### config.mk
export PLATFORM = sky130hd
export DESIGN_NAME = shift_add_mult_ctrl
export DESIGN_NICKNAME = d
export VERILOG_FILES = /design/src/rtl/shift_add_mult_ctrl.sv
export SDC_FILE = /design/constraint.sdc
export NUM_CORES = 1
export LEC_CHECK = 0
export ABC_CLOCK_PERIOD_IN_PS = 4900
export CORE_MARGIN = 2
export CORE_UTILIZATION = 55
export CTS_BUF_LIST = sky130_fd_sc_hd__clkbuf_8
export CTS_CLUSTER_SIZE = 12
export DETAILED_ROUTE_END_ITERATION = 7
export PLACE_DENSITY = 0.92
export SYNTH_ARGS = -nofsm -noshare
export SYNTH_HDL_FRONTEND = slang
export SYNTH_SLANG_ARGS = --single-unit
### constraint.sdc
create_clock -name Clk -period 4.9 [get_ports Clk]
set_input_delay 1.47 -clock Clk [delete_from_list [all_inputs] [get_ports Clk]]
set_output_delay 1.47 -clock Clk [all_outputs]
set_load 0.05 [all_outputs]
### src/rtl/shift_add_mult_ctrl.sv
// shift_add_mult_ctrl
// Sequential unsigned multiplier. It uses a shift-and-add datapath with a
// three-state controller (IDLE -> RUN -> DONE -> IDLE). An accepted Start
// captures A and B. RUN then takes exactly WIDTH cycles, one multiplier bit
// per cycle. The result is presented with a single-cycle Done pulse.
//
// Ports
//   Clk      in   1        rising-edge clock
//   Rst_n    in   1        synchronous active-low reset
//   Start    in   1        begin a multiplication (honoured only in IDLE)
//   A        in   WIDTH    unsigned multiplicand, captured on accepted Start
//   B        in   WIDTH    unsigned multiplier, captured on accepted Start
//   Busy     out  1        registered, high for the WIDTH cycles of work
//   Done     out  1        registered single-cycle pulse, Product valid
//   Product  out  2*WIDTH  A*B, held until the next result is presented
//
// All outputs are registered copies of the state decode. Busy is therefore
// high in the cycles after edges 1..WIDTH, and Done is high in the cycle
// after edge WIDTH+1. This is counted from the accepting edge 0.
module shift_add_mult_ctrl #(
  parameter int WIDTH = 4
) (
  input  logic               Clk,
  input  logic               Rst_n,
  input  logic               Start,
  input  logic [WIDTH-1:0]   A,
  input  logic [WIDTH-1:0]   B,
  output logic               Busy,
  output logic               Done,
  output logic [2*WIDTH-1:0] Product
);

  localparam int CW = $clog2(WIDTH + 1);

  typedef enum logic [1:0] {
    IDLE = 2'd0,
    RUN  = 2'd1,
    DONE = 2'd2
  } state_t;

  state_t             state_r;
  state_t             next_state_s;
  logic [WIDTH-1:0]   mcand_r;
  logic [2*WIDTH-1:0] acc_r;      // {high, low}; low initially holds B
  logic               carry_r;    // top bit of {carry, high, low}
  logic [CW-1:0]      cnt_r;
  logic [WIDTH-1:0]   addend_s;
  logic [WIDTH:0]     sum_s;      // (WIDTH+1)-bit sum, carry out in MSB
  logic [WIDTH:0]     chain_s;    // ripple carries between bit slices
  logic [1:0]         fa_s;

  // {carry, sum} of a half adder
  function automatic logic [1:0] half_add(input logic x, input logic y);
    return {x & y, x ^ y};
  endfunction

  // {carry, sum} of a full adder: two half adders with OR-ed carries
  function automatic logic [1:0] full_add(input logic x, input logic y, input logic cin);
    logic [1:0] h0;
    logic [1:0] h1;
    h0 = half_add(x, y);
    h1 = half_add(h0[0], cin);
    return {h0[1] | h1[1], h1[0]};
  endfunction

  // Ripple-carry adder: high half + (multiplier LSB ? multiplicand : 0).
  // The carry bit is always zero after a shift. Using it as the carry-in
  // keeps the chain uniform without changing the sum.
  always_comb begin
    addend_s = '0;
    sum_s    = '0;
    chain_s  = '0;
    fa_s     = 2'b00;
    if (acc_r[0]) begin
      addend_s = mcand_r;
    end else begin
      addend_s = '0;
    end
    chain_s[0] = carry_r;
    for (int i = 0; i < WIDTH; i++) begin
      fa_s           = full_add(acc_r[WIDTH+i], addend_s[i], chain_s[i]);
      sum_s[i]       = fa_s[0];
      chain_s[i+1]   = fa_s[1];
    end
    sum_s[WIDTH] = chain_s[WIDTH];
  end

  // Next-state logic for the controller
  always_comb begin
    next_state_s = state_r;
    case (state_r)
      IDLE: begin
        if (Start) begin
          next_state_s = RUN;
        end else begin
          next_state_s = IDLE;
        end
      end
      RUN: begin
        // The step performed with counter = 1 is the last one
        if (cnt_r == CW'(1)) begin
          next_state_s = DONE;
        end else begin
          next_state_s = RUN;
        end
      end
      DONE:    next_state_s = IDLE;
      default: next_state_s = IDLE;
    endcase
  end

  // State register and datapath registers
  always_ff @(posedge Clk) begin
    if (!Rst_n) begin
      state_r <= IDLE;
      mcand_r <= '0;
      acc_r   <= '0;
      carry_r <= 1'b0;
      cnt_r   <= '0;
    end else begin
      state_r <= next_state_s;
      case (state_r)
        IDLE: begin
          if (Start) begin
            mcand_r <= A;
            acc_r   <= {{WIDTH{1'b0}}, B};
            carry_r <= 1'b0;
            cnt_r   <= CW'(WIDTH);
          end
        end
        RUN: begin
          // Shift {carry_out, sum, low} right by one. The new carry is 0,
          // and sum[0] moves into the low half.
          {carry_r, acc_r} <= {1'b0, sum_s, acc_r[WIDTH-1:1]};
          cnt_r            <= cnt_r - CW'(1);
        end
        default: begin
        end
      endcase
    end
  end

  // Registered outputs; Product is refreshed only while in DONE
  always_ff @(posedge Clk) begin
    if (!Rst_n) begin
      Busy    <= 1'b0;
      Done    <= 1'b0;
      Product <= '0;
    end else begin
      Busy <= (state_r == RUN);
      Done <= (state_r == DONE);
      if (state_r == DONE) begin
        Product <= acc_r;
      end
    end
  end

endmodule

==> results.tsv, run 1 <==
stage	metric	value	unit
setup_path	startpoint_type	register	
die	ios	21	
yosys	synth.ff_latch_count	27	
sta	slew-limit-headroom	26.9	%
setup_path	path_class	register to primary output	
route	via_count	923	
sta	fin_worst_skew	0.00136	ns
clocking	cts-root-buf	clkbuf_8	
sta	drv_slew	0	
setup_path	cpMaxStageDelayCell	clkdlybuf4s50_1	
sta	tightestPinTransition	1.09	ns
final_layout	nNetsFinal	166	
setup_path	worstPathMaxFanout	2	
clocking	cts.path.max_buffers	2	
yosys	synth_largest_area_cell	dfxtp_1	
yosys	synth_top_area_share	44.6	%
outcome	status	complete, no violations	
setup_path	worst_path_largest_cell_delay	0.80	ns
sta	period_needed	2.89	ns
final_layout	multi_input_area	593	um2
yosys	yosysWarnings	0	
setup_path	critPathArrivalTime	1.42	ns
yosys	syn-num-nets	149	
clocking	cts-resized-gates	0	
final_layout	final_cell_mix	27 x dfxtp_1, 27 x nand2_1, 20 x clkdlybuf4s50_1, 12 x o21ai_0	
die	die_w	51.0	um
die	num_rows	16	
clocking	worstSkewPairLatency	0.27	ns
global_route	grt_max_degree	36	
sta	fmax	347	MHz
die	die_y	51.0	um
route	firstDrtPassIters	4	
route	routed_wl	2.24	mm
setup_path	cp_top_family	buffers and inverters	
yosys	syn_area_per_cell	9.18	um2
sta	finalCritPeriodShare	58.9	%
clocking	clock-sinks	27	
die	die_area	0.00260	mm2
yosys	synthCells	132	
setup_path	path_cells	clkdlybuf4s50_1	
global_route	grt_pass1_vias	846	
placement	post-dp-hpwl	1.56	mm
clocking	ctsHoldBuffers	0	
yosys	synth_area_leaders	dfxtp_1 45%, nand2_1 8.4%, fa_1 5.0%, o21ai_0 5.0%, a21boi_1 5.0%	
pwr	leakagePower	0.517	nW
placement	place_congestion	0.802	
die	coreArea	0.00202	mm2
route	vias_per_cell	5.27	
global_route	antenna_found_initial	0	
final_layout	diodes	0	
hold_path	hold_path.class	register to register	
route	ant_nets	0	
final_layout	drive_gt1_share	4.73	%
sta	hold_viol_final	0	
pwr	power_density	284	mW/mm2
placement	port_buffers	20	
final_layout	area_delta_synth_final	18.7	%
setup_path	crit_path_end_kind	primary output	
clocking	cts_buffers	3	
route	drt_iter0_markers	16	
final_layout	regArea	541	um2
clocking	cts_max_level	1	
placement	dp.cells	171	
clocking	cts_tree	done	
yosys	ys_seq_area_share	44.6	%
sta	rsz0062_at_grt	no	
global_route	overflow	0	
pwr	ir_drop	0.188	mV
die	start_util	60.0	%
clocking	cts_setup_buffers	0	
sta	setup_violations	0	
clocking	clkTransAtPathRegs	0.09	ns
route	route.detailed.drc	0	
setup_path	worst_ep_required_time	3.43	ns
global_route	grt_pass1_wl	3.68	mm
flow_run	max_cap_viol_count	0	
route	routedWlPerCell	12.8	um
yosys	netlist-cell-type-count	28	
final_layout	fillers	160	
global_route	grt.total_usage	19.2	%
setup_path	path_buf_inv	1	
yosys	netlist_area	0.00121	mm2
final_layout	stdcell_count	175	
sta	setup-tns-final	0	ns
kinds of logic after synthesis:
group | after synthesis | synth area share [%]
compound gates | 32 | 16.7
fa+ha+maj | 6 | 8.05
buf+inv | 15 | 6.50
flops | 27 | 44.6
mux | 4 | 3.30
simple gates | 48 | 20.8
sequential cells by signal (all words and copies together), names as in the netlist:
signal and count:
Busy 1, Done 1, Product 8, acc_r 8, cnt_r 3, mcand_r 4
state_r 2
cell usage after synthesis:
master,number
a21boi_1,8
a21oi_1,2
a31oi_1,1
and2_1,4
and3_1,1
buf_2,2
buf_4,3
buf_6,1
clkbuf_1,1
clkbuf_2,1
dfxtp_1,27
fa_1,3
ha_1,3
inv_1,7
mux2i_1,4
nand2_1,27
nand2_4,1
nand2b_1,1
nand3_1,6
nand3b_1,4
nor2_1,1
nor2b_1,1
nor2b_4,1
nor3b_4,1
o211ai_1,4
o21ai_0,12
o21ai_1,4
o21ba_4,1
layer usage:
layer	GRT usage (%)	routed length [um]	up-vias
met5	0	0	-
met4	10.4	50	0
met3	2.63	96	7
met2	32.7	1100	27
met1	23.2	984	417
li1	-	-	472
worst paths after layout:
kind,from,endpoint,slack [ns],depth (start not counted)
max,Product[0]$_SDFFE_PN0P_,Product[0],2.01,1
min,Product[4]$_SDFFE_PN0P_,Product[4]$_SDFFE_PN0P_,0.45,2
max reg2reg,acc_r[0]$_SDFFE_PN0P_,acc_r[6]$_SDFFE_PN0P_,2.58,9
min reg2reg,Product[4]$_SDFFE_PN0P_,Product[4]$_SDFFE_PN0P_,0.45,2
per-stage QoR:
stage          setup slack, ns  power (mW)  cell area, um2  utilization [%]  hold slack, ns
2_1_floorplan             2.81       0.275            1210                -           0.431
3_3_place_gp              1.82       0.287            1390             68.9           0.443
3_5_place_dp              1.77       0.290            1390             68.9           0.446
4_1_cts                   2.01       0.409            1440             71.2           0.458
5_1_grt                   1.94       0.427            1440             71.2           0.470
6_report                  2.01       0.408            1440             71.2           0.454
area by class of cell:
cell class	instances	area share, %
repair buffers	20	13.9
multi-input cells	90	41.2
inverters	7	1.83
clock buffers	3	2.87
flip-flops and latches	27	37.6
well taps	27	2.35
clock inverters	1	0.261
report_power, final:
part           total (mW)  switching [mW]  internal (mW)
sequential          0.239          0.0102          0.229
combinational      0.0466          0.0234         0.0232
clock               0.123          0.0666         0.0562
(Power assumes the default switching activity.)
==> run 2: changes to the inputs <==
Settings changed: ABC_CLOCK_PERIOD_IN_PS 4900 to 2300, CORE_UTILIZATION 55 to 48, PLACE_DENSITY 0.92 to 0.85.
Clock period 4.9 ns to 2.3 ns, I/O delays scaled along.
==> results.tsv, run 2 (synthesized netlist as in run 1, its figures left out) <==
stage	metric	value	unit	change
global_route	overflow	0		unchanged
placement	port_buffers	20		unchanged
die	ios	21		unchanged
hold_path	hold_path.class	register to register		
clocking	clkTransAtPathRegs	0.09	ns	about the same
hold_path	holdPathStages	2		unchanged
hold_path	min-delay-start	Product[6]$_SDFFE_PN0P_		
sta	finalCritPeriodShare	92.4	%	
die	num_rows	18		+2
die	die_y	54.3	um	+6.5%
setup_path	worst_path_largest_cell_delay	0.40	ns	-0.40 ns
placement	dpl_cell_area	0.00141	mm2	+1.3%
final_layout	drive_gt1_share	6.67	%	+1.9 points
pwr	intPower	0.660	mW	+110%
clocking	cts-root-buf	clkbuf_8		
route	vias_per_cell	5.23		-0.78%
placement	post-dp-hpwl	1.61	mm	+3.5%
pwr	ir_drop	0.331	mV	+76%
clocking	cts_setup_buffers	0		unchanged
sta	drv_slew	0		unchanged
route	via_count	942		+2.1%
final_layout	largest_registers	Product (8), acc_r (8), mcand_r (4)		
sta	fin_worst_skew	0.00476	ns	+0.00340 ns
flow_run	max_cap_viol_count	0		unchanged
setup_path	crit_path_end_kind	register		
clocking	cts_buffers	3		unchanged
final_layout	fillers	225		+41%
sta	setup_violations	0		unchanged
pwr	leakagePower	0.525	nW	+1.7%
route	routedWlPerCell	12.2	um	-4.6%
sta	setup-tns-final	0	ns	unchanged
pwr	power_switching_share	24.5	%	-0.057 points
final_layout	final_area	0.00146	mm2	+1.4%
route	drt_iter0_markers	8		-8
setup_path	critPathArrivalTime	2.29	ns	+0.87 ns
clocking	ctsHoldBuffers	0		unchanged
sta	tightestPinTransition	0.542	ns	-0.551 ns
pwr	power_density	599	mW/mm2	+110%
die	start_util	49.8	%	-10 points
setup_path	path_buf_inv	2		+1
global_route	grt_pass1_wl	3.52	mm	-4.3%
final_layout	nNetsFinal	168		+1.2%
setup_path	rr_startpoint	mcand_r[0]$_SDFFE_PN0P_		
sta	fmax	471	MHz	
global_route	antenna_found_initial	0		unchanged
final_layout	fin_util	60.0	%	-11 points
setup_path	worst_ep_required_time	2.46	ns	-0.97 ns
setup_path	path_class	register to register		
placement	place_congestion	0.758		-5.5%
final_layout	final_cell_mix	27 x dfxtp_1, 27 x nand2_1, 20 x clkdlybuf4s50_1, 12 x o21ai_0, 8 x a21boi_1		
clocking	cts.path.max_buffers	2		unchanged
global_route	grt.total_usage	17.1	%	-2.0 points
setup_path	path_cells	and2_1 > ha_1 > inv_1 > fa_1 > fa_1 > inv_1 > fa_1 > nand3_1 > o21ai_0		
pwr	seq_power_share	58.0	%	-0.5 points
die	coreArea	0.00243	mm2	+20%
pwr	p_switching	0.214	mW	+110%
pwr	combPwrFrac	11.9	%	+0.5 points
setup_path	cp_top_family	adder cells		
die	die_area	0.00294	mm2	+13%
global_route	grt_pass1_vias	825		-2.5%
sta	rsz0062_at_grt	no		
route	route.detailed.drc	0		unchanged
route	firstDrtPassIters	4		unchanged
sta	hold_viol_final	0		unchanged
setup_path	crit_cells	9		+8
clocking	cts_max_level	1		unchanged
hold_path	min_to	Product[6]$_SDFFE_PN0P_		
clocking	worstSkewPairLatency	0.27	ns	about the same
setup_path	worstPathMaxFanout	2		unchanged
clocking	cts_tree	done		
clocking	clock-sinks	27		unchanged
final_layout	diodes	0		unchanged
setup_path	cpMaxStageDelayCell	fa_1		
setup_path	reg2reg_to	acc_r[6]$_SDFFE_PN0P_		
global_route	grt_max_degree	31		-14%
route	ant_nets	0		unchanged
outcome	status	complete, no violations		
setup_path	crit_top_cell	fa_1		
clocking	cts-resized-gates	0		unchanged
setup_path	r2r_cells	9		unchanged
pwr	clkPwrFrac	30.1	%	about the same
sta	slew-limit-headroom	63.8	%	+37 points
sta	period_needed	2.13	ns	
final_layout	area_delta_synth_final	20.3	%	
setup_path	reg2reg_slack	0.17	ns	-2.41 ns
route	routed_wl	2.19	mm	-1.9%
die	die_w	54.3	um	+6.5%
setup_path	startpoint_type	register		
-- run 2: cell types whose count changed in the layout (fill, tap and decap cells not counted) --
cell,delta
clkinv_2,+1
buf_4,+2
inv_1,-1
-- run 2: cell type report --
cell class                 instances  area (um2)  area share, %
timing repair buffer              22         215           14.8
clock buffer                       3        41.3           2.83
clock inverter                     1        5.00          0.343
inverter                           7        26.3           1.80
multi-input combinational         90         593           40.7
sequential                        27         541           37.0
tap                               30        37.5           2.57
-- run 2: power groups by stage --
stage | combinational (mW) | sequential (mW) | clock [mW]
CTS | 0.104 | 0.508 | 0.267
finish | 0.104 | 0.508 | 0.263
global placement | 0.0994 | 0.517 | 0
detailed placement | 0.103 | 0.518 | 0
global route | 0.115 | 0.510 | 0.283
floorplan | 0.0719 | 0.514 | 0
-- run 2: worst max path at each step --
stage	slack, ns	start	end
final	0.17	mcand_r[0]$_SDFFE_PN0P_	acc_r[6]$_SDFFE_PN0P_
after global routing	0.08	mcand_r[0]$_SDFFE_PN0P_	acc_r[6]$_SDFFE_PN0P_
after CTS	0.16	mcand_r[0]$_SDFFE_PN0P_	acc_r[6]$_SDFFE_PN0P_
after detailed placement	0.17	mcand_r[0]$_SDFFE_PN0P_	acc_r[6]$_SDFFE_PN0P_
after global placement	0.26	mcand_r[0]$_SDFFE_PN0P_	acc_r[6]$_SDFFE_PN0P_
after floorplan	0.21	acc_r[0]$_SDFFE_PN0P_	acc_r[6]$_SDFFE_PN0P_
-- run 2: worst register-to-register path, stage by stage, from the launching register on --
cell     delay [ns]
dfxtp_1        0.33
and2_1         0.14
ha_1           0.15
inv_1          0.05
fa_1           0.37
fa_1           0.36
inv_1          0.07
fa_1           0.40
nand3_1        0.07
o21ai_0        0.07
-- run 2: metrics by stage --
step,instances,power (mW),hold WS [ns],setup slack [ns]
floorplan,132,0.586,0.431,0.212
global placement,176,0.616,0.440,0.255
detailed placement,176,0.622,0.450,0.169
CTS,180,0.878,0.463,0.160
global route,180,0.909,0.485,0.0824
finish,180,0.874,0.460,0.175
-- run 2: metal layers --
layer / vias to the layer above / routed length, um / track usage, %
li1: 475 / - / -
met5: - / 0 / 0
met3: 4 / 116 / 3.55
met2: 23 / 1070 / 31.5
met1: 440 / 971 / 17.9
met4: 0 / 36 / 9.58
